===== src/rtl/seq_packet_bus_sink_if.sv =====
// Sequence-packet bus between the last bus node / downstream encoder and the sink.
// master = upstream packet source plus downstream consumer; slave = the sink itself.
interface seq_packet_bus_sink_if #(
    parameter int unsigned PACKET_SIZE = 4,
    parameter int unsigned LL_BITS     = 8,
    parameter int unsigned ML_BITS     = 8,
    parameter int unsigned OFF_BITS    = 16
);
    logic                            i_valid;
    logic [PACKET_SIZE-1:0]          i_strb;
    logic [LL_BITS*PACKET_SIZE-1:0]  i_ll;
    logic [ML_BITS*PACKET_SIZE-1:0]  i_ml;
    logic [OFF_BITS*PACKET_SIZE-1:0] i_offset;
    logic [ML_BITS*PACKET_SIZE-1:0]  i_overlap;
    logic [PACKET_SIZE-1:0]          i_eoj;
    logic [PACKET_SIZE-1:0]          i_delim;
    logic                            i_ready;

    logic                            o_seq_valid;
    logic [LL_BITS-1:0]              o_seq_ll;
    logic [ML_BITS-1:0]              o_seq_ml;
    logic [OFF_BITS-1:0]             o_seq_offset;
    logic [ML_BITS-1:0]              o_seq_overlap;
    logic                            o_seq_eoj;
    logic                            o_seq_delim;
    logic                            o_seq_last;
    logic                            o_seq_ready;

    modport master (
        output i_valid, i_strb, i_ll, i_ml, i_offset, i_overlap, i_eoj, i_delim,
        input  i_ready,
        input  o_seq_valid, o_seq_ll, o_seq_ml, o_seq_offset, o_seq_overlap,
               o_seq_eoj, o_seq_delim, o_seq_last,
        output o_seq_ready
    );

    modport slave (
        input  i_valid, i_strb, i_ll, i_ml, i_offset, i_overlap, i_eoj, i_delim,
        output i_ready,
        output o_seq_valid, o_seq_ll, o_seq_ml, o_seq_offset, o_seq_overlap,
               o_seq_eoj, o_seq_delim, o_seq_last,
        input  o_seq_ready
    );
endinterface


===== src/rtl/seq_packet_bus_sink.sv =====
// Tail of the sequence-packet bus: buffers one packet and emits its strobed lanes
// in ascending order, one per cycle, while counting jobs and flagging malformed packets.
module seq_packet_bus_sink #(
    parameter int unsigned PACKET_SIZE  = 4,
    parameter int unsigned LL_BITS      = 8,
    parameter int unsigned ML_BITS      = 8,
    parameter int unsigned OFF_BITS     = 16,
    parameter int unsigned JOB_CNT_BITS = 16
) (
    input  logic                    clk,
    input  logic                    rst_n,
    seq_packet_bus_sink_if.slave    bus,
    output logic [JOB_CNT_BITS-1:0] o_job_count,
    output logic                    o_err
);
    logic [PACKET_SIZE-1:0]          rem_q, rem_d;
    logic [LL_BITS*PACKET_SIZE-1:0]  ll_q, ll_d;
    logic [ML_BITS*PACKET_SIZE-1:0]  ml_q, ml_d;
    logic [OFF_BITS*PACKET_SIZE-1:0] off_q, off_d;
    logic [ML_BITS*PACKET_SIZE-1:0]  ovl_q, ovl_d;
    logic [PACKET_SIZE-1:0]          eoj_q, eoj_d;
    logic [PACKET_SIZE-1:0]          delim_q, delim_d;
    logic [JOB_CNT_BITS-1:0]         job_q, job_d;
    logic                            err_q, err_d;

    logic [PACKET_SIZE-1:0] sel_oh;
    logic [PACKET_SIZE-1:0] hi_strb_oh;
    logic                   seq_valid, seq_last, seq_eoj, fire, accept, bad_pkt;

    always_comb begin
        // Lowest remaining lane as a one-hot; zero when the buffer is empty so all data outputs read 0.
        sel_oh    = rem_q & (~rem_q + PACKET_SIZE'(1));
        seq_valid = |rem_q;
        seq_last  = seq_valid && ((rem_q & ~sel_oh) == '0);

        bus.o_seq_ll      = '0;
        bus.o_seq_ml      = '0;
        bus.o_seq_offset  = '0;
        bus.o_seq_overlap = '0;
        seq_eoj           = 1'b0;
        bus.o_seq_delim   = 1'b0;
        for (int unsigned k = 0; k < PACKET_SIZE; k++) begin
            if (sel_oh[k]) begin
                bus.o_seq_ll      = bus.o_seq_ll      | ll_q[k*LL_BITS +: LL_BITS];
                bus.o_seq_ml      = bus.o_seq_ml      | ml_q[k*ML_BITS +: ML_BITS];
                bus.o_seq_offset  = bus.o_seq_offset  | off_q[k*OFF_BITS +: OFF_BITS];
                bus.o_seq_overlap = bus.o_seq_overlap | ovl_q[k*ML_BITS +: ML_BITS];
                seq_eoj           = seq_eoj | eoj_q[k];
                bus.o_seq_delim   = bus.o_seq_delim | delim_q[k];
            end
        end
        bus.o_seq_valid = seq_valid;
        bus.o_seq_last  = seq_last;
        bus.o_seq_eoj   = seq_eoj;

        fire        = seq_valid && bus.o_seq_ready;
        bus.i_ready = (rem_q == '0) || (fire && seq_last);
        accept      = bus.i_valid && bus.i_ready;

        hi_strb_oh = '0;
        for (int unsigned k = 0; k < PACKET_SIZE; k++) begin
            if (bus.i_strb[k]) begin
                hi_strb_oh    = '0;
                hi_strb_oh[k] = 1'b1;
            end
        end
        // eoj may only sit on the highest strobed lane; an empty packet with any eoj is also bad.
        bad_pkt = |(bus.i_eoj & ~bus.i_strb) || |(bus.i_eoj & bus.i_strb & ~hi_strb_oh);

        rem_d   = fire ? (rem_q & ~sel_oh) : rem_q;
        ll_d    = ll_q;
        ml_d    = ml_q;
        off_d   = off_q;
        ovl_d   = ovl_q;
        eoj_d   = eoj_q;
        delim_d = delim_q;
        if (accept) begin
            rem_d   = bus.i_strb;
            ll_d    = bus.i_ll;
            ml_d    = bus.i_ml;
            off_d   = bus.i_offset;
            ovl_d   = bus.i_overlap;
            eoj_d   = bus.i_eoj;
            delim_d = bus.i_delim;
        end

        job_d = (fire && seq_eoj) ? job_q + JOB_CNT_BITS'(1) : job_q;
        err_d = err_q | (accept && bad_pkt);
    end

    always_ff @(posedge clk or negedge rst_n) begin
        if (!rst_n) begin
            rem_q   <= '0;
            ll_q    <= '0;
            ml_q    <= '0;
            off_q   <= '0;
            ovl_q   <= '0;
            eoj_q   <= '0;
            delim_q <= '0;
            job_q   <= '0;
            err_q   <= 1'b0;
        end else begin
            rem_q   <= rem_d;
            ll_q    <= ll_d;
            ml_q    <= ml_d;
            off_q   <= off_d;
            ovl_q   <= ovl_d;
            eoj_q   <= eoj_d;
            delim_q <= delim_d;
            job_q   <= job_d;
            err_q   <= err_d;
        end
    end

    assign o_job_count = job_q;
    assign o_err       = err_q;
endmodule


===== src/flat_wrapper.sv =====
// flat-port wrapper written by rule: the top's interface ports become plain ports
module seq_packet_bus_sink_flat 
#(
    parameter int unsigned PACKET_SIZE  = 4,
    parameter int unsigned LL_BITS      = 8,
    parameter int unsigned ML_BITS      = 8,
    parameter int unsigned OFF_BITS     = 16,
    parameter int unsigned JOB_CNT_BITS = 16
)
  (clk, rst_n, o_job_count, o_err, bus_i_valid, bus_i_strb, bus_i_ll, bus_i_ml, bus_i_offset, bus_i_overlap, bus_i_eoj, bus_i_delim, bus_i_ready, bus_o_seq_valid, bus_o_seq_ll, bus_o_seq_ml, bus_o_seq_offset, bus_o_seq_overlap, bus_o_seq_eoj, bus_o_seq_delim, bus_o_seq_last, bus_o_seq_ready);
  seq_packet_bus_sink_if #(.PACKET_SIZE(PACKET_SIZE), .LL_BITS(LL_BITS), .ML_BITS(ML_BITS), .OFF_BITS(OFF_BITS)) bus_i ();
  input  logic clk;
  input  logic rst_n;
  output logic [JOB_CNT_BITS-1:0] o_job_count;
  output logic o_err;
  input wire logic [$bits(bus_i.i_valid)-1:0] bus_i_valid;
  input wire logic [$bits(bus_i.i_strb)-1:0] bus_i_strb;
  input wire logic [$bits(bus_i.i_ll)-1:0] bus_i_ll;
  input wire logic [$bits(bus_i.i_ml)-1:0] bus_i_ml;
  input wire logic [$bits(bus_i.i_offset)-1:0] bus_i_offset;
  input wire logic [$bits(bus_i.i_overlap)-1:0] bus_i_overlap;
  input wire logic [$bits(bus_i.i_eoj)-1:0] bus_i_eoj;
  input wire logic [$bits(bus_i.i_delim)-1:0] bus_i_delim;
  output wire logic [$bits(bus_i.i_ready)-1:0] bus_i_ready;
  output wire logic [$bits(bus_i.o_seq_valid)-1:0] bus_o_seq_valid;
  output wire logic [$bits(bus_i.o_seq_ll)-1:0] bus_o_seq_ll;
  output wire logic [$bits(bus_i.o_seq_ml)-1:0] bus_o_seq_ml;
  output wire logic [$bits(bus_i.o_seq_offset)-1:0] bus_o_seq_offset;
  output wire logic [$bits(bus_i.o_seq_overlap)-1:0] bus_o_seq_overlap;
  output wire logic [$bits(bus_i.o_seq_eoj)-1:0] bus_o_seq_eoj;
  output wire logic [$bits(bus_i.o_seq_delim)-1:0] bus_o_seq_delim;
  output wire logic [$bits(bus_i.o_seq_last)-1:0] bus_o_seq_last;
  input wire logic [$bits(bus_i.o_seq_ready)-1:0] bus_o_seq_ready;
  assign bus_i.i_valid = bus_i_valid;
  assign bus_i.i_strb = bus_i_strb;
  assign bus_i.i_ll = bus_i_ll;
  assign bus_i.i_ml = bus_i_ml;
  assign bus_i.i_offset = bus_i_offset;
  assign bus_i.i_overlap = bus_i_overlap;
  assign bus_i.i_eoj = bus_i_eoj;
  assign bus_i.i_delim = bus_i_delim;
  assign bus_i_ready = bus_i.i_ready;
  assign bus_o_seq_valid = bus_i.o_seq_valid;
  assign bus_o_seq_ll = bus_i.o_seq_ll;
  assign bus_o_seq_ml = bus_i.o_seq_ml;
  assign bus_o_seq_offset = bus_i.o_seq_offset;
  assign bus_o_seq_overlap = bus_i.o_seq_overlap;
  assign bus_o_seq_eoj = bus_i.o_seq_eoj;
  assign bus_o_seq_delim = bus_i.o_seq_delim;
  assign bus_o_seq_last = bus_i.o_seq_last;
  assign bus_i.o_seq_ready = bus_o_seq_ready;
  seq_packet_bus_sink #(.PACKET_SIZE(PACKET_SIZE), .LL_BITS(LL_BITS), .ML_BITS(ML_BITS), .OFF_BITS(OFF_BITS), .JOB_CNT_BITS(JOB_CNT_BITS)) u_core (.clk(clk), .rst_n(rst_n), .bus(bus_i), .o_job_count(o_job_count), .o_err(o_err));
endmodule

===== config.mk =====
export PLATFORM = sky130hd
export DESIGN_NAME = seq_packet_bus_sink_flat
export DESIGN_NICKNAME = d
export VERILOG_FILES = /design/src/rtl/seq_packet_bus_sink_if.sv /design/src/rtl/seq_packet_bus_sink.sv /design/src/flat_wrapper.sv
export SDC_FILE = /design/constraint.sdc
export NUM_CORES = 1
export LEC_CHECK = 0
export CORE_ASPECT_RATIO = 1.75
export CORE_MARGIN = 2
export CORE_UTILIZATION = 52
export DETAILED_ROUTE_END_ITERATION = 8
export PLACE_DENSITY = 0.92
export SYNTH_ARGS = -nofsm -noshare
export SYNTH_HDL_FRONTEND = slang
export SYNTH_SLANG_ARGS = --single-unit

===== constraint.sdc =====
create_clock -name clk -period 3.7 [get_ports clk]
set_input_delay 0.74 -clock clk [delete_from_list [all_inputs] [get_ports clk]]
set_output_delay 0.74 -clock clk [all_outputs]
set_load 0.01 [all_outputs]

==> results.cfg <==
[run_status]
status = finished, final reports clean

[synthesis]
yosysTopAreaCellShare = 0.5393
async_flop_share = 1.000
synth.distinct_cells = 43
syn_inst = 616
ys_seq_area_frac = 0.5393
syn_area_um2 = 8770
synth_warnings = 0
synth_seq_cells = 189
post-synth-top-area-cell = dfrtp_1
avgSynthCellArea_um2 = 14.24
synth_edf_count = 0
yosys-top-cells-area = dfrtp_1 (54%), mux2_4 (15%), mux2_2 (9.1%), a22oi_1 (7.0%), o21ai_0 (2.7%)
ys.flop_type = dfrtp_1
synth.net_count = 793

[timing]
fmax_ghz = 0.2924
timing.setup.tns_ns = 0
clock_skew_ns = 0.009715
hold_viol_final = 0
relSlewSlack = 0.6150
grt_setup_unrepaired = false
finalCritPeriodShare = 0.9243
post-route-min-period_ns = 3.420
maxSlewViolCount = 0
setup_viol = 0
tightest_slew_ns = 0.5775

[critical_path]
cp.required_ns = 2.96
worst_setup_path_end_kind = output pin
crit_slowest_cell = clkdlybuf4s50_1
critPathMaxFanout = 27
cp_cell_sequence = nor4b_4 > buf_4 > a22oi_1 > o21ai_0 > clkdlybuf4s50_1
reg2reg_depth = 6
reg2reg_slack_ns = 1.26
crit_arrival_ns = 2.68
slowest_delay_ns = 0.63
start_kind = flip-flop
criticalPathCategory = flip-flop to output pin

[global_routing]
grt_pass1_vias = 6778
grt_pass1_wl_mm = 35.17
grt_usage = 0.2567
globalRouteOverflowTotal = 0
antenna_found_initial = 4
grt_max_degree = 73

[clocking]
cts_setup_buffers = 0
cts_tree = yes
ctsHoldBuffers = 0
cts_resized = 0
clkSinkCount = 189
h-tree-depth = 4
root_buffer = clkbuf_16
cts-buffers-inserted = 17
cts_buffer_depth = 2
cts.clk_slew.worst_paths_ns = 0.07
clk_latency_ns = 0.43

[finish]
syn2layout_area_growth_pct = 35.50
final_cell_mix = clkdlybuf4s50_1 (236), dfrtp_1 (187), mux2_4 (90)
fillers = 1100
nNetsFinal = 1027
final_common_cell = clkdlybuf4s50_1
drive_gt1_frac = 0.2610

[floorplanning]
rows = 62
die_h_um = 175.8
ioPinCount = 238
coreArea_um2 = 16450
fp.dieW_um = 102.2
start_util = 0.5332
die_area_um2 = 17960

[placement]
gp_congestion = 0.8126
io_buffers = 237
hpwl_mm = 16.24

[pwr]
combPwrFrac = 0.469
swShare = 0.3334
seq_power_share = 0.363
clkPwrFrac = 0.168
power.switching_mw = 3.482
powerDensity_nw_per_um2 = 879.0
p_leak_nw = 4.954
p_int_mw = 6.962
power_mw = 10.44
irDropWorstVdd_uv = 589.2

[min_path]
hp-class = input pin to async pin

[detailed_routing]
drt_wl_total_mm = 22.85
vias = 6172
drt_iter0_drc = 272
wl_per_cell_um = 20.97
ant_nets = 0
dr.pass1.iters = 5
avgViaCountPerCell = 5.662
drc = 0

[run]
max-cap-violations = 0
==> cell families after synthesis <==
group / Yosys count / synth area share
XOR/XNOR: 16 / 0.01598
multiplexers: 169 / 0.2555
flip-flops: 189 / 0.5393
buffers and inverters: 51 / 0.04594
adder cells (fa/ha/maj): 2 / 0.002710
AND/OR/NAND/NOR: 45 / 0.02796
AO/OA/AOI/OAI: 144 / 0.1126
==> critical path, delay by kind of cell (launching register included) <==
family          cells  cell delay (ns)
compound gates      2             0.24
buf+inv             2             1.03
flops               1             0.62
simple gates        1             0.36
==> synthesized netlist by cell type, types with 2 or more instances <==
master,count
nor2b_1,2
mux2_1,8
a22o_1,3
xnor2_1,10
nand3_1,10
o21ai_0,48
nand2b_1,2
and2_1,2
a22oi_1,82
nor3_1,5
nand4_1,4
buf_2,2
nor2_1,5
buf_4,7
o21ai_1,2
buf_1,3
buf_12,10
dfrtp_1,189
clkbuf_1,21
and3_1,2
nand2_1,10
mux2_2,71
xor2_1,6
inv_1,4
mux2_4,90
==> power groups by stage <==
stage                     sequential (mW)  clock [mW]  combinational (mW)
after floorplan                      3.50           0                3.30
after global placement               3.71           0                4.73
after detailed placement             3.78           0                4.88
after CTS                            3.76        1.80                4.93
after global routing                 3.89        1.88                5.24
final                                3.79        1.76                4.90
==> final timing paths <==
check                                              startpoint                                 end
setup / recovery                  u_core.rem_q[0]$_DFFE_PN0P_                     bus_o_seq_ll[0]
setup reg to reg                  u_core.rem_q[0]$_DFFE_PN0P_         u_core.ml_q[30]$_DFFE_PN0P_
min in group clk           u_core.o_job_count[15]$_DFFE_PN0P_  u_core.o_job_count[15]$_DFFE_PN0P_
max in group asynchronous                               rst_n         u_core.ll_q[23]$_DFFE_PN0P_
hold reg to reg            u_core.o_job_count[15]$_DFFE_PN0P_  u_core.o_job_count[15]$_DFFE_PN0P_
hold / removal                                          rst_n        u_core.ovl_q[30]$_DFFE_PN0P_
==> through the flow <==
stage | std cells | cell area, um2 | util | hold WS (ns) | worst slack, ns
global route | 1090 | 11880 | 0.7225 | 0.3444 | 0.1172
CTS | 1086 | 11870 | 0.7219 | 0.3307 | 0.2808
floorplan | 616 | 8770 | - | 0.4444 | 1.340
global placement | 1055 | 11310 | 0.6877 | 0.4613 | 0.4453
finish | 1090 | 11880 | 0.7225 | 0.3135 | 0.2801
detailed placement | 1055 | 11310 | 0.6877 | 0.4683 | 0.4013
==> metal layers <==
layer | routed length (um) | GRT usage | share of wire | up-vias
met5 | 0 | 0 | 0 | -
met4 | 1332 | 0.1600 | 0.058 | 0
met3 | 1081 | 0.05412 | 0.047 | 73
met2 | 12160 | 0.4361 | 0.53 | 233
met1 | 8278 | 0.2872 | 0.36 | 3126
li1 | - | - | - | 2740
==> flip-flops by register name, indices dropped and copies added, names as in the netlist <==
signal	count
u_core.rem_q	4
u_core.delim_q	4
u_core.o_job_count	16
u_core.o_err	1
u_core.eoj_q	4
u_core.ovl_q	32
u_core.off_q	64
u_core.ml_q	32
u_core.ll_q	32
==> final cells by class <==
class	count	area, um2	area share
timing repair buffer	261	2631	0.2214
antenna	4	10.01	0.0008424
multi-input combinational	376	3647	0.3069
sequential	189	4732	0.3982
clock inverter	11	106.4	0.008950
clock buffer	20	456.7	0.03843
tap	224	280.3	0.02359
inverter	5	18.77	0.001579
No activity file was read; power rests on OpenSTA's default activity.
